<file path="src/rtl/pixel_pkg.sv">
// Shared types and width helpers for the pixel array readout block.
package pixel_pkg;

  typedef enum logic [2:0] {
    IDLE,
    ERASE,
    EXPOSE,
    CONVERT,
    READOUT
  } state_e;

  // Phase counter must reach the longest of erase, expose and the full ramp.
  function automatic int cnt_width(input int erase_cyc, input int expose_cyc, input int data_w);
    int m;
    m = (2 ** data_w) - 1;
    if (erase_cyc - 1 > m) m = erase_cyc - 1;
    if (expose_cyc - 1 > m) m = expose_cyc - 1;
    return (m < 1) ? 1 : $clog2(m + 1);
  endfunction

  function automatic int idx_width(input int n_pix);
    return (n_pix <= 1) ? 1 : $clog2(n_pix);
  endfunction

endpackage

</file>
<file path="src/rtl/pixel_array_readout_if.sv">
// Stream link from the readout block to the downstream consumer.
interface pixel_array_readout_if #(
  parameter int DATA_W = 8
) ();
  logic              valid;
  logic              ready;
  logic              tlast;
  logic [DATA_W-1:0] tdata;

  modport master (output valid, output tlast, output tdata, input ready);
  modport slave  (input valid, input tlast, input tdata, output ready);
endinterface

</file>
<file path="src/rtl/pixel_ramp_latch.sv">
// Per-pixel ramp code latch: captures the first ramp code at which the
// comparator fires, or the maximum code if it never fires during the ramp.
module pixel_ramp_latch #(
  parameter int DATA_W = 8
) (
  input  logic              clk,
  input  logic              rst,
  input  logic              clr,
  input  logic              en,
  input  logic              cmp,
  input  logic [DATA_W-1:0] ramp,
  input  logic              sat,
  output logic [DATA_W-1:0] value,
  output logic              done
);

  always_ff @(posedge clk or posedge rst) begin
    if (rst) begin
      value <= '0;
      done  <= 1'b0;
    end else if (clr) begin
      value <= '0;
      done  <= 1'b0;
    end else if (en && !done && (cmp || sat)) begin
      value <= cmp ? ramp : '1;
      done  <= 1'b1;
    end
  end

endmodule

</file>
<file path="src/rtl/pixel_array_readout.sv">
// Frame sequencer for an N_PIX pixel array: erase, expose, shared ramp
// conversion, then streams the latched codes out with tlast on the last pixel.
module pixel_array_readout
  import pixel_pkg::*;
#(
  parameter int N_PIX      = 4,
  parameter int DATA_W     = 8,
  parameter int ERASE_CYC  = 4,
  parameter int EXPOSE_CYC = 10
) (
  input  logic              clk,
  input  logic              rst,
  input  logic              trigger,
  input  logic              test_mode,
  input  logic [N_PIX-1:0]  cmp,
  output logic              pix_erase,
  output logic              pix_expose,
  output logic [DATA_W-1:0] ramp,
  output logic              busy,
  output logic              overrun,
  pixel_array_readout_if.master axis
);

  localparam int CNT_W = cnt_width(ERASE_CYC, EXPOSE_CYC, DATA_W);
  localparam int IDX_W = idx_width(N_PIX);

  localparam logic [CNT_W-1:0] ERASE_LAST  = CNT_W'(ERASE_CYC - 1);
  localparam logic [CNT_W-1:0] EXPOSE_LAST = CNT_W'(EXPOSE_CYC - 1);
  localparam logic [CNT_W-1:0] CONV_LAST   = CNT_W'((2 ** DATA_W) - 1);
  localparam logic [IDX_W-1:0] IDX_LAST    = IDX_W'(N_PIX - 1);

  state_e             state_q, state_d;
  logic [CNT_W-1:0]   cnt_q, cnt_d;
  logic [IDX_W-1:0]   idx_q, idx_d, idx_nxt;
  logic               valid_q, valid_d;
  logic               tlast_q, tlast_d;
  logic [DATA_W-1:0]  tdata_q;
  logic [DATA_W-1:0]  ramp_q;
  logic               pix_erase_q, pix_expose_q, busy_q, overrun_q, tm_q;
  logic               load_code;
  logic [DATA_W-1:0]  code_sel;

  logic               lat_en, lat_sat, lat_clr;
  logic [DATA_W-1:0]  lat_val [N_PIX];
  logic [N_PIX-1:0]   lat_done;

  assign lat_en  = (state_q == CONVERT);
  assign lat_sat = lat_en && (cnt_q == CONV_LAST);
  assign lat_clr = (state_q == IDLE) && trigger;

  for (genvar g = 0; g < N_PIX; g++) begin : g_pix
    pixel_ramp_latch #(.DATA_W(DATA_W)) u_latch (
      .clk   (clk),
      .rst   (rst),
      .clr   (lat_clr),
      .en    (lat_en),
      .cmp   (cmp[g]),
      .ramp  (ramp_q),
      .sat   (lat_sat),
      .value (lat_val[g]),
      .done  (lat_done[g])
    );
  end

  assign idx_nxt = idx_q + IDX_W'(1);

  always_comb begin
    state_d   = state_q;
    cnt_d     = cnt_q;
    idx_d     = idx_q;
    valid_d   = valid_q;
    tlast_d   = tlast_q;
    load_code = 1'b0;
    case (state_q)
      IDLE: begin
        if (trigger) begin
          state_d = ERASE;
          cnt_d   = '0;
        end
      end
      ERASE: begin
        if (cnt_q == ERASE_LAST) begin
          state_d = EXPOSE;
          cnt_d   = '0;
        end else begin
          cnt_d = cnt_q + CNT_W'(1);
        end
      end
      EXPOSE: begin
        if (cnt_q == EXPOSE_LAST) begin
          state_d = CONVERT;
          cnt_d   = '0;
        end else begin
          cnt_d = cnt_q + CNT_W'(1);
        end
      end
      CONVERT: begin
        if (cnt_q == CONV_LAST) begin
          state_d   = READOUT;
          cnt_d     = '0;
          idx_d     = '0;
          valid_d   = 1'b1;
          tlast_d   = (IDX_LAST == '0);
          load_code = 1'b1;
        end else begin
          cnt_d = cnt_q + CNT_W'(1);
        end
      end
      READOUT: begin
        if (valid_q && axis.ready) begin
          if (tlast_q) begin
            state_d = IDLE;
            valid_d = 1'b0;
            tlast_d = 1'b0;
          end else begin
            idx_d     = idx_nxt;
            tlast_d   = (idx_nxt == IDX_LAST);
            load_code = 1'b1;
          end
        end
      end
      default: state_d = IDLE;
    endcase
  end

  // Code for the next beat. The first beat is loaded on the same edge as the
  // saturation write, so a pixel not yet done is shown at the maximum code.
  always_comb begin
    code_sel = '0;
    for (int i = 0; i < N_PIX; i++) begin
      if (IDX_W'(i) == idx_d) code_sel = lat_done[i] ? lat_val[i] : '1;
    end
    if (tm_q) code_sel = DATA_W'(idx_d);
  end

  always_ff @(posedge clk or posedge rst) begin
    if (rst) begin
      state_q      <= IDLE;
      cnt_q        <= '0;
      idx_q        <= '0;
      valid_q      <= 1'b0;
      tlast_q      <= 1'b0;
      tdata_q      <= '0;
      ramp_q       <= '0;
      pix_erase_q  <= 1'b0;
      pix_expose_q <= 1'b0;
      busy_q       <= 1'b0;
      overrun_q    <= 1'b0;
      tm_q         <= 1'b0;
    end else begin
      state_q      <= state_d;
      cnt_q        <= cnt_d;
      idx_q        <= idx_d;
      valid_q      <= valid_d;
      tlast_q      <= tlast_d;
      ramp_q       <= (state_d == CONVERT) ? cnt_d[DATA_W-1:0] : '0;
      pix_erase_q  <= (state_d == ERASE);
      pix_expose_q <= (state_d == EXPOSE);
      busy_q       <= (state_d != IDLE);
      overrun_q    <= trigger && (state_q != IDLE);
      if (load_code) tdata_q <= code_sel;
      if (lat_clr) tm_q <= test_mode;
    end
  end

  assign pix_erase  = pix_erase_q;
  assign pix_expose = pix_expose_q;
  assign ramp       = ramp_q;
  assign busy       = busy_q;
  assign overrun    = overrun_q;
  assign axis.valid = valid_q;
  assign axis.tlast = tlast_q;
  assign axis.tdata = tdata_q;

endmodule
</file>
<file path="src/flat_wrapper.sv">
// flat-port wrapper written by rule: the top's interface ports become plain ports
module pixel_array_readout_flat import pixel_pkg::*;
#(
  parameter int N_PIX      = 4,
  parameter int DATA_W     = 8,
  parameter int ERASE_CYC  = 4,
  parameter int EXPOSE_CYC = 10
)
  (clk, rst, trigger, test_mode, cmp, pix_erase, pix_expose, ramp, busy, overrun, axis_valid, axis_tlast, axis_tdata, axis_ready);
  pixel_array_readout_if #(.DATA_W(DATA_W)) axis_i ();
  input  logic clk;
  input  logic rst;
  input  logic trigger;
  input  logic test_mode;
  input  logic [N_PIX-1:0] cmp;
  output logic pix_erase;
  output logic pix_expose;
  output logic [DATA_W-1:0] ramp;
  output logic busy;
  output logic overrun;
  output wire logic [$bits(axis_i.valid)-1:0] axis_valid;
  output wire logic [$bits(axis_i.tlast)-1:0] axis_tlast;
  output wire logic [$bits(axis_i.tdata)-1:0] axis_tdata;
  input wire logic [$bits(axis_i.ready)-1:0] axis_ready;
  assign axis_valid = axis_i.valid;
  assign axis_tlast = axis_i.tlast;
  assign axis_tdata = axis_i.tdata;
  assign axis_i.ready = axis_ready;
  pixel_array_readout #(.N_PIX(N_PIX), .DATA_W(DATA_W), .ERASE_CYC(ERASE_CYC), .EXPOSE_CYC(EXPOSE_CYC)) u_core (.clk(clk), .rst(rst), .trigger(trigger), .test_mode(test_mode), .cmp(cmp), .pix_erase(pix_erase), .pix_expose(pix_expose), .ramp(ramp), .busy(busy), .overrun(overrun), .axis(axis_i));
endmodule
</file>
<file path="config.mk">
export PLATFORM = sky130hd
export DESIGN_NAME = pixel_array_readout_flat
export DESIGN_NICKNAME = d
export VERILOG_FILES = /design/src/rtl/pixel_pkg.sv /design/src/rtl/pixel_array_readout_if.sv /design/src/rtl/pixel_ramp_latch.sv /design/src/rtl/pixel_array_readout.sv /design/src/flat_wrapper.sv
export SDC_FILE = /design/constraint.sdc
export NUM_CORES = 1
export LEC_CHECK = 0
export CAP_MARGIN = 25
export CORE_MARGIN = 10
export CORE_UTILIZATION = 40
export CTS_BUF_LIST = sky130_fd_sc_hd__clkbuf_2 sky130_fd_sc_hd__clkbuf_4 sky130_fd_sc_hd__clkbuf_8
export DETAILED_ROUTE_END_ITERATION = 10
export GPL_TIMING_DRIVEN = 1
export PLACE_DENSITY_LB_ADDON = 0.05
export SLEW_MARGIN = 40
export SYNTH_ARGS = -nofsm -noshare
export SYNTH_HDL_FRONTEND = slang
export SYNTH_SLANG_ARGS = --single-unit
</file>
<file path="constraint.sdc">
create_clock -name clk -period 5.7 [get_ports clk]
set_input_delay 1.14 -clock clk [delete_from_list [all_inputs] [get_ports clk]]
set_output_delay 1.14 -clock clk [all_outputs]
set_load 0.005 [all_outputs]
</file>
==> run_results.csv <==
group,metric,value,unit
sta,clock_skew,9.75,ps
critical_path,timing.critical_path.fanout_max,19,
critical_path,r2r_cells,7,
route,wl_per_cell,18.3,µm
route,vias_post_dr,2877,
sta,timing.fmax,322,MHz
grt,grt_antenna_before_repair,0,
critical_path,timing.setup.critical_path_class,"primary input to flip-flop",
die,floorplan.core_area,8680,µm²
power,total_leakage_power,0.00165,µW
logic_synthesis,per_instance_average_area_after_synthesis,9.72,µm²
logic_synthesis,synth_async_sr_flop_share,100,%
outcome,outcome,"completed",
final_layout,final_cell_area,4080,µm²
clock_tree,clk-insertion-delay-late,340,ps
clock_tree,worst_setup_hold_path_clk_slew,80,ps
clock_tree,clkSinkCount,72,
power,max-vdd-ir-drop,0.183,mV
die,rows,34,
logic_synthesis,synth_sequential_area_ratio,50.9,%
critical_path,timing.reg2reg.setup_slack,2830,ps
grt,largest_net_degree_at_the_start_of_global_routing,43,
route,route.antenna.remaining_nets,0,
final_layout,syn2layout_area_growth,15.3,%
place,dpl.hpwl,6580,µm
grt,grt_use_met1,22.4,%
clock_tree,cts_max_path_buffers,2,
die,ioPinCount,31,
grt,grt.overflow.total,0,
route,drt-pass1-iter-count,4,
route,drt_wl_total,9120,µm
min_path,worst_hold_launch,"u_core.axis.tdata[4]",
clock_tree,cts.root.buffer_cell,"sky130_fd_sc_hd__clkbuf_8",
critical_path,timing.critical_path.arrival,3330,ps
die,fp.dieArea,13000,µm²
clock_tree,tritoncts,"built",
sta,setup_repair_after_global_routing_missed_its_margin,"false",
route,drt_drc_violations_left,0,
sta,setup-violations-final,0,
critical_path,start_kind,"primary input",
sta,final.min_clock_period,3110,ps
final_layout,mostFrequentLayoutCell,"sky130_fd_sc_hd__dfrtp_1",
run,timing.max_cap.violations,0,
logic_synthesis,yosys_warnings,0,
grt,gr-usage-met3,3.62,%
power,cellPowerDensity,475,nW/µm²
min_path,hold_depth,2,
place,port_buffers,30,
sta,slew_violations,0,
clock_tree,cts.htree.levels,3,
clock_tree,postCtsSetupBuffers,0,
sta,worstMarginPinSlew,681,ps
critical_path,required,5920,ps
grt,track_usage,14.4,%
logic_synthesis,netlist_area,3540,µm²
route,detail_route.iter0.violations,179,
sta,hold_viol,0,
final_layout,final_core_util,47.0,%
die,die_width,114,µm
logic_synthesis,yosys_register_bits,72,
sta,finalSetupTns,0,ps
critical_path,critical_path.endpoint_type,"flip-flop",
logic_synthesis,synthesis.nets,376,
grt,grt_first_pass_wirelength,15200,µm
logic_synthesis,synth_enable_flop_cells,0,
route,vias_per_cell,5.77,
logic_synthesis,syn-instance-count,364,
place,placement.cell_area,3870,µm²
final_layout,layout.cells.most_common_list,"sky130_fd_sc_hd__dfrtp_1 (72), sky130_fd_sc_hd__a21oi_1 (45), sky130_fd_sc_hd__nand2_1 (32)",
sta,share_of_the_clock_period_used_by_the_worst_path_after_layout,54.5,%
sta,worst_slew_margin_rel,54.6,%
final_layout,drive_above_1_share,12.8,%
clock_tree,ctsHoldBuffers,0,
critical_path,crit-reg2reg-capture,"u_core.axis.tdata[0]",
min_path,worst_hold_path.endpoint,"u_core.axis.tdata[4]",
clock_tree,cts_buffers,9,
critical_path,r2r-start,"u_core.state_q[0]",
min_path,hp-class,"flip-flop to flip-flop",
grt,global_route.peak_usage_layer,"met1",
logic_synthesis,netlist-cell-type-count,57,
clock_tree,cts_resizes,0,
die,overall_die_height,114,µm
logic_synthesis,dominantRegCellSynth,"sky130_fd_sc_hd__dfrtp_1",
die,floorplan.initialDensity,40.8,%
grt,met2_usage_in_global_routing,18.8,%
grt,number_of_global_route_vias_before_repair,2773,
final_layout,final_nets,398,
final_layout,antenna_cells_inserted,0,
place,place.gp.congestion,0.845,
[critical path, cell delays in order]
cell,delay (ps)
sky130_fd_sc_hd__clkdlybuf4s50_1,510
sky130_fd_sc_hd__and3b_1,240
sky130_fd_sc_hd__o211ai_1,160
sky130_fd_sc_hd__and2_1,530
sky130_fd_sc_hd__inv_2,120
sky130_fd_sc_hd__nor3b_2,190
sky130_fd_sc_hd__nor4_1,60
sky130_fd_sc_hd__or3_1,370
[how the worst max path moves through the flow]
| stage | startpoint | to | slack (ps) | cells past startpoint |
|---|---|---|---|---|
| 2_1_floorplan | rst | u_core.axis.tdata[0] | 2740 | 1 |
| 3_3_place_gp | axis_ready | u_core.axis.tdata[2] | 2320 | 7 |
| 3_5_place_dp | axis_ready | u_core.axis.tdata[2] | 2280 | 7 |
| 4_1_cts | axis_ready | u_core.axis.tdata[2] | 2630 | 7 |
| 5_1_grt | axis_ready | u_core.axis.tdata[4] | 2340 | 7 |
| 6_report | axis_ready | u_core.axis.tdata[0] | 2590 | 8 |
[Yosys cell counts (all sizes together) (2+ instances only)]
master / instances / area, µm²
nand2: 33 / 124
nand3b: 4 / 30.0
nor3: 8 / 50.1
o221ai: 3 / 26.3
nor4: 5 / 31.3
nor2: 20 / 75.1
mux2i: 2 / 20.0
o21a: 6 / 45.0
nor3b: 5 / 47.5
nor2b: 2 / 12.5
a21oi: 47 / 243
or4: 7 / 56.3
o21ai: 23 / 123
or2: 5 / 31.3
inv: 18 / 67.6
a211oi: 2 / 20.0
buf: 7 / 37.5
or3: 5 / 31.3
dfrtp: 72 / 1800
and2: 3 / 18.8
o311ai: 6 / 52.6
ha: 3 / 37.5
and3: 2 / 12.5
nand3: 9 / 45.0
nand4: 2 / 12.5
a31oi: 23 / 144
o32ai: 5 / 43.8
clkbuf: 12 / 75.1
a31o: 8 / 70.1
nand2b: 2 / 12.5
[per-layer routing]
| layer | up-vias | share of wire, % |
|---|---|---|
| li1 | 1392 | - |
| met1 | 1401 | 52 |
| met2 | 75 | 41 |
| met3 | 9 | 5.8 |
| met4 | 0 | 1.5 |
| met5 | - | 0 |
[flip-flops by register name, summed over array words and instances (netlist names)]
name                        flops
u_core.axis.valid               1
u_core.busy                     1
u_core.ramp                     8
u_core.pix_erase                1
u_core.tm_q                     1
u_core.idx_q                    2
u_core.g_pix.u_latch.done       4
u_core.cnt_q                    8
u_core.axis.tdata               8
u_core.axis.tlast               1
u_core.overrun                  1
u_core.pix_expose               1
u_core.g_pix.u_latch.value     32
u_core.state_q                  3
[cells by family (layout without fill, tap and decap cells)]
family / count (synthesis) / after routing / share of synthesized area [%]
buffers and inverters: 38 / 65 / 5.45
DFF: 72 / 72 / 50.9
xor gates and xnor gates: 1 / 1 / 0.248
AOI/OAI and AO/OA: 132 / 132 / 23.9
muxes: 2 / 2 / 0.566
and+or+nand+nor: 116 / 116 / 17.8
adders and majority gates: 3 / 3 / 1.06
[per-stage QoR]
stage | hold WS [ps] | std cells | setup WS [ps] | power (µW)
after floorplan | 478 | 364 | 2740 | 1290
after global placement | 499 | 483 | 2320 | 1520
after detailed placement | 500 | 483 | 2280 | 1530
after CTS | 519 | 499 | 2630 | 1950
after global routing | 534 | 499 | 2340 | 2070
final | 517 | 499 | 2590 | 1940
[layout make-up]
| class | instances | area, µm² |
|---|---|---|
| clock buffers | 10 | 138 |
| clock inverters | 6 | 67.6 |
| flip-flops and latches | 72 | 1800 |
| fillers | 869 | 4600 |
| multi-input cells | 254 | 1560 |
| well taps | 108 | 135 |
| repair buffers | 31 | 308 |
| inverters | 18 | 67.6 |
[power breakdown]
| part | switching (µW) | internal [µW] | leakage, µW |
|---|---|---|---|
| registers | 175 | 697 | 0.000887 |
| clock network | 202 | 216 | 0.0000989 |
| logic | 345 | 302 | 0.000661 |
Power figures use the tool's default switching activity.
